[config.mk]
export PLATFORM = sky130hd
export DESIGN_NAME = iq_energy_sched
export DESIGN_NICKNAME = d
export VERILOG_FILES = /design/src/rtl/iq_energy_sched.sv
export SDC_FILE = /design/constraint.sdc
export NUM_CORES = 1
export LEC_CHECK = 0
export BUFFER_PORTS_ARGS = -buffer_cell sky130_fd_sc_hd__buf_4
export CAP_MARGIN = 20
export CORE_MARGIN = 5
export CORE_UTILIZATION = 50
export DETAILED_ROUTE_END_ITERATION = 8
export HOLD_SLACK_MARGIN = 0.06
export PLACE_DENSITY = 0.74
export SYNTH_ARGS = -nofsm -noshare
export SYNTH_HDL_FRONTEND = slang
export SYNTH_SLANG_ARGS = --single-unit
[constraint.sdc]
create_clock -name clk -period 18.1 [get_ports clk]
set_input_delay 1.81 -clock clk [delete_from_list [all_inputs] [get_ports clk]]
set_output_delay 1.81 -clock clk [all_outputs]
set_load 0.02 [all_outputs]
[src/rtl/iq_energy_sched.sv]
// iq_energy_sched: round-robin scheduler sharing one I/Q square-and-accumulate datapath between two channels.
// Define ENERGY_DETECT_EN to add the threshold input and registered detect output.
module iq_energy_sched #(
    parameter int WIN_LEN = 16,
    parameter int CNT_W   = 8
) (
    input  logic        clk,
    input  logic        rst,
    input  logic        ch0_valid,
    input  logic [7:0]  ch0_real,
    input  logic [7:0]  ch0_imag,
    output logic        ch0_ready,
    input  logic        ch1_valid,
    input  logic [7:0]  ch1_real,
    input  logic [7:0]  ch1_imag,
    output logic        ch1_ready,
    output logic [29:0] energy,
    output logic        energy_ch,
    output logic        energy_valid,
`ifdef ENERGY_DETECT_EN
    input  logic [29:0] threshold,
    output logic        detect,
`endif
    output logic        busy
);
    typedef enum logic {IDLE, ACCUM} state_t;

    state_t             state_q, state_d;
    logic               grant_q, grant_d;
    logic               last_ch_q, last_ch_d;
    logic [29:0]        acc_q, acc_d;
    logic [CNT_W-1:0]   cnt_q, cnt_d;
    logic [29:0]        energy_q, energy_d;
    logic               energy_ch_q, energy_ch_d;
    logic               energy_valid_q, energy_valid_d;

    logic [7:0]         sel_re, sel_im;
    logic signed [17:0] r_s, q_s;
    logic [17:0]        e;
    logic [29:0]        acc_sum;
    logic               accept, last;

    // Offset-binary to odd symmetric value: 2*x - 255 spans -255..+255.
    assign sel_re  = grant_q ? ch1_real : ch0_real;
    assign sel_im  = grant_q ? ch1_imag : ch0_imag;
    assign r_s     = $signed({9'b0, sel_re, 1'b0}) - 18'sd255;
    assign q_s     = $signed({9'b0, sel_im, 1'b0}) - 18'sd255;
    assign e       = r_s * r_s + q_s * q_s;
    assign acc_sum = acc_q + {12'b0, e};
    assign accept  = (state_q == ACCUM) && (grant_q ? ch1_valid : ch0_valid);
    assign last    = accept && (cnt_q == CNT_W'(WIN_LEN - 1));

    // Ready comes only from registered state, never from the valids.
    assign ch0_ready    = (state_q == ACCUM) && !grant_q;
    assign ch1_ready    = (state_q == ACCUM) && grant_q;
    assign busy         = (state_q == ACCUM);
    assign energy       = energy_q;
    assign energy_ch    = energy_ch_q;
    assign energy_valid = energy_valid_q;

`ifdef ENERGY_DETECT_EN
    logic detect_q, detect_d;
    assign detect = detect_q;
    always_comb detect_d = last ? (acc_sum >= threshold) : detect_q;
    always_ff @(posedge clk)
        detect_q <= rst ? 1'b0 : detect_d;
`endif

    always_comb begin
        state_d        = state_q;
        grant_d        = grant_q;
        last_ch_d      = last_ch_q;
        acc_d          = acc_q;
        cnt_d          = cnt_q;
        energy_d       = energy_q;
        energy_ch_d    = energy_ch_q;
        energy_valid_d = 1'b0;
        if (state_q == IDLE) begin
            if (ch0_valid || ch1_valid) begin
                state_d = ACCUM;
                grant_d = (ch0_valid && ch1_valid) ? !last_ch_q : ch1_valid;
                acc_d   = '0;
                cnt_d   = '0;
            end
        end else if (accept) begin
            acc_d = acc_sum;
            cnt_d = cnt_q + 1'b1;
            if (last) begin
                state_d        = IDLE;
                energy_d       = acc_sum;
                energy_ch_d    = grant_q;
                energy_valid_d = 1'b1;
                last_ch_d      = grant_q;
            end
        end
    end

    always_ff @(posedge clk) begin
        if (rst) begin
            state_q        <= IDLE;
            grant_q        <= 1'b0;
            last_ch_q      <= 1'b1;
            acc_q          <= '0;
            cnt_q          <= '0;
            energy_q       <= '0;
            energy_ch_q    <= 1'b0;
            energy_valid_q <= 1'b0;
        end else begin
            state_q        <= state_d;
            grant_q        <= grant_d;
            last_ch_q      <= last_ch_d;
            acc_q          <= acc_d;
            cnt_q          <= cnt_d;
            energy_q       <= energy_d;
            energy_ch_q    <= energy_ch_d;
            energy_valid_q <= energy_valid_d;
        end
    end
endmodule

# Word level (Yosys, flattened, before mapping)
# Cells that the tools add are included.
[op_classes]
n_addsub = 5
mul = 2
div_mod_pow = 0
n_lt_le_gt_ge = 0
eq_ne = 2
n_shift = 0
n_mux = 15
bitwise_logic = 2
n_reduce_logical = 13
[ops]
columns = ["operator", "count"]
rows = [
  ["30-bit two-way mux", 3],
  ["8-bit two-way mux", 5],
  ["10-bit by 10-bit multiplier with 18-bit output", 2],
  ["30-bit by 18-bit adder with 30-bit output", 1],
  ["9-bit by 8-bit subtractor with 10-bit output, second input constant", 2],
  ["18-bit adder", 1],
  ["8-bit by 1-bit adder with 8-bit output, second input constant", 1],
  ["8-bit by 4-bit equality test with 1-bit output, second input constant", 1],
  ["1-bit two-way mux", 7],
  ["1-bit logical AND", 5],
  ["2-bit AND reduction", 2],
  ["3-bit AND reduction", 1],
  ["3-bit OR reduction", 1],
  ["1-bit zero test", 2],
  ["2-bit by 1-bit != test with 1-bit output, second input constant", 1],
  ["1-bit inverter", 2],
  ["2-bit nonzero test", 1],
  ["1-bit logical OR", 1],
]
[totals]
reg_bits = 73
latch_bits = 0
ram_bits = 0
mem_bits_ro = 0
inputBits = 36
mem_count = 0

# Logic depth before layout (Yosys ltp)
[depth]
depth_word = 7
depth_mapped = 35
depth_no_buf = 32

# Least setup slack after synthesis
# OpenSTA, ideal clock, no wires.
[synth_path]
path_kind = "input port to flip-flop"
from = "input port ch1_imag[7]"
to = "register energy_q[22], in the netlist energy[22]"
setup_time_ns = 0.092
arrival_time_ns = 9.572
t_required_ns = 18.008
slack_ns = 8.437
path_stages = 27
path_buffers = 0
cell_sequence = "mux2i_2 > inv_2 > nor2_1 > inv_1 > fa_1 > inv_1 > fa_1 > fa_1 > fa_1 > fa_1 > fa_1 > inv_1 > fa_1 > inv_1 > ha_1 > or3_1 > o211a_1 > a221o_1 > a21oi_1 > xnor2_1 > ha_1 > a21o_1 > a221o_1 > o311ai_4 > a21boi_1 > and3_1 > nor4_1"
[synth_between]
elab_chain_len = 5
[synth_rtl]
columns = ["item", "line", "source"]
rows = [
  ["from (decl)", "15", "input logic [7:0] ch1_imag,"],
  ["8-bit two-way mux", "45", "assign sel_im = grant_q ? ch1_imag : ch0_imag;"],
  ["9-bit by 8-bit subtractor with 10-bit output", "47", "assign q_s = $signed({9'b0, sel_im, 1'b0}) - 18'sd255;"],
  ["10-bit by 10-bit multiplier with 18-bit output", "48", "assign e = r_s * r_s + q_s * q_s;"],
  ["18-bit adder", "48", ""],
  ["30-bit by 18-bit adder with 30-bit output", "49", "assign acc_sum = acc_q + {12'b0, e};"],
  ["to (signal assigned)", "114", "energy_q <= energy_d;"],
  ["to (decl)", "33", "logic [29:0] energy_q, energy_d;"],
]
# No other way between the ends.
# A chain may end at the register's enable or synchronous reset.

# Worst setup path in the final report
[layout_path]
from = "input port ch1_real[1]"
to = "register energy_q[20], in the netlist energy[20]"
[layout_between]
elab_chain_len = 5
[layout_rtl]
columns = ["item", "line", "source"]
rows = [
  ["from (decl)", "14", "input logic [7:0] ch1_real,"],
  ["8-bit two-way mux", "44", "assign sel_re = grant_q ? ch1_real : ch0_real;"],
  ["9-bit by 8-bit subtractor with 10-bit output", "46", "assign r_s = $signed({9'b0, sel_re, 1'b0}) - 18'sd255;"],
  ["10-bit by 10-bit multiplier with 18-bit output", "48", ""],
  ["18-bit adder", "48", ""],
  ["30-bit by 18-bit adder with 30-bit output", "49", ""],
]
# No other way between the ends.

==> impl_summary.md <==
Timing
The worst setup slack after layout is 7.88 ns. The transition time at the pin with the least slew margin is 1.00 ns. The worst max-slew margin expressed relative to the limit is 0.313.

The count of final hold-check violations is 0. The worst clock skew is 0.00605 ns. Setup repair after global routing left no endpoint under its margin.

The clock period could shrink to 10.22 ns. For this run, the top clock speed supported by timing is 97.9 MHz. The sum of negative setup slack is 0 ns. Of the available clock period, the critical path in the final layout requires 0.565. The max-slew violation total from the final report was 0. The final number of setup-violating endpoints is 0.

Synth
For this run, asynchronously set or reset flops after synthesis account for 0. Yosys mapped a number of flops with a built-in enable equal to 0. The mean instance size in the synthesized netlist is 8.89 sq um. The count of state elements after synthesis is 71.

The fraction of the yosys area taken by sequential cells is 0.148. The mapped netlist covers 9590 sq um. Counting distinct cell types in the post-synthesis netlist gives 62. The dominant synthesized flop cell is dfxtp_1.

During synthesis, Yosys emitted a total of 0 warnings. In the synthesized netlist, the number of instances is 1079.

Clock tree
The root buffer cell is clkbuf_16. At the later pin of the worst-skew pair, clock insertion delay measures 0.34 ns. The buffer count from post-CTS setup fixing is 0. The number of hold buffers added after CTS was 0. The total CTS buffers is 9. TritonCTS built the clock tree.

Counting along the longest clock path gives a buffer depth of 2. The clock sink total is 71. Post-CTS repair changed the size of 0 cells. The number of levels the H-tree was split into is 3. Clock-pin slew was measured on the worst setup and hold paths at 0.05 ns.

Floorplan
The total area inside the core boundary comes to 18800 sq um. 71 I/O pins were placed. Measured along the x axis, the die boundary spans 148 um.

The initial core utilization is 0.511. The overall die area is 22000 sq um. After floorplanning, the core was divided into 50 placement rows.

The die height is 148 um.

Detailed routing
In the final routing, the length of wire on met1 measures 8860 um. After detailed routing, the average wire length per cell comes to 14.7 um. The post-route antenna net violation count is 0.

Using the TritonRoute via totals, the vias-per-cell ratio works out to 5.22. The routed length on met3 is 833 um. After the first detailed-routing iteration, the DRC count stood at 535. After detailed routing, the number of remaining DRC violations is 0. The number of vias after detailed routing is 7223.

Wire segments on met2 add up to 10400 um in the final route. In this run the top signal layer used is met4. The final layout contains routed wiring with a total length of 20400 um. The first TritonRoute pass finished after 5 iterations.

Worst setup path
The critical setup path kind is input port to register. The highest-delay cell along the critical path is fa_1. The largest fanout of any net on the critical path is 8. For the worst setup path, the data arrival time is 10.45 ns.

The nature of the critical path endpoint is a register. The startpoint type of the worst setup path is an input port. By instance count, the cell type seen most on the critical path is fa_1.

The maximum single-stage delay on the critical path is 0.54 ns. The combined buffer and inverter count along the critical path is 5. Broken down by cell family, the worst path's largest delay share belongs to adder cells.

For the worst setup path, the data required time is 18.34 ns. For the worst flop-to-flop path, the logic depth is 29. The critical path runs through a total of 29 cells.

Placed design
During placement, the flow inserted port buffers numbering 69. At the end of routability-driven placement, the weighted congestion stood at 0.926. Detailed placement ended at an HPWL of 16900 um. At the placement stage, the worst setup path has a slack of 7.57 ns.

Global route
The total routing resource utilization after global routing is 0.195. The total global routing overflow is 0. Entering global routing, the biggest net connects 60 pins.

The initial antenna violation count came to 0. The first-pass GRT wire length is 35100 um. The number of global-route vias before repair is 7372.

Run status
The run finished with clean final reports.

Job
The tool flagged a number of max-cap violations equal to 0.

Layout
Leaving out fill and tap cells, the most frequent cells in the layout are inv_1, fa_1, nor2_1, nand2_1, ha_1. The layout overhead on the synthesized area is 11.3%. The most common library cell in the layout ignoring fill and taps is inv_1. The antenna diode count is 0. Of the cells placed in the final design, the portion with a size suffix greater than 1 is 0.0949.

The final layout contains 1416 nets.

Hold path
In this run the worst hold path is classified as register to register. The hold-critical path depth is 2.
-- cell families after synthesis --
kind of cell    share of synthesized area
simple gates                        0.126
buf+inv                             0.100
fa+ha+maj                           0.432
compound gates                      0.114
flops                               0.148
xor+xnor                           0.0557
mux                                0.0219
other cells                      0.000783
-- cells in the mapped netlist (all sizes together) (2+ instances only) --
master   number  area (sq um)
or2           3          18.8
o31ai         2          15.0
conb          2          7.51
a21o         19           143
xnor2        45           394
o21ai        25           125
a22oi         8          60.1
mux2i        18           188
a221o         2          20.0
nor2        108           405
inv         225           845
a2bb2oi       2          17.5
nand3b        2          15.0
nand4         3          18.8
xor2         16           140
nor3         15          80.1
nor2b         6          37.5
fa          159          3180
o21bai        5          37.5
a21oi        47           239
clkbuf       15          56.3
a211o         3          26.3
nor4          9          56.3
o21a          5          37.5
o211a         2          20.0
mux2          2          22.5
and3         10          62.6
dfxtp        71          1420
and2          3          18.8
nand3        12          60.1
a211oi       17           143
a21boi        5          41.3
a22o          3          26.3
a31oi         7          50.1
buf          11          51.3
o2bb2ai       2          17.5
nand2b        7          43.8
ha           77           963
nor3b         3          22.5
or3           4          25.0
clkinv        2          7.51
nand2        88           330
-- through the flow --
step	cells	area (sq um)	utilization	hold WS, ns
after floorplan	1083	9600	-	0.432
after global placement	1365	10300	0.551	0.441
after detailed placement	1365	10300	0.551	0.448
after CTS	1381	10700	0.568	0.455
after global routing	1383	10700	0.569	0.475
final	1383	10700	0.569	0.452
-- worst min-delay path, cell delays in order, from the launching register on --
cell     delay [ns]
dfxtp_1        0.30
nand2_1        0.05
a21oi_1        0.05
-- worst paths after layout --
kind                from    endpoint  slack [ns]
max          ch1_real[1]  energy[20]        7.88
min           energy[10]  energy[10]        0.45
max reg2reg      grant_q  energy[20]        8.52
min reg2reg   energy[10]  energy[10]        0.45
-- area by class of cell --
type / instances / area, sq um
fill: 1668 / 8100
multi-input combinational: 759 / 7220
sequential: 71 / 1420
inverter: 227 / 852
timing repair buffer: 76 / 571
tap: 234 / 293
clock buffer: 14 / 274
clock inverter: 2 / 37.5
-- sequential cells by signal, indices dropped and copies added (netlist names) --
signal	cells
acc_q	29
busy	1
cnt_q	8
energy	29
energy_ch	1
energy_valid	1
grant_q	1
last_ch_q	1
-- routing by layer --
layer | track usage | vias to the layer above
li1 | - | 3528
met1 | 0.262 | 3521
met2 | 0.337 | 152
met3 | 0.0305 | 22
met4 | 0.0351 | 0
met5 | 0 | -
Power is left out: the tool's default activity adds up to more than one toggle a clock period on the data nets, which glitch-free logic cannot reach.
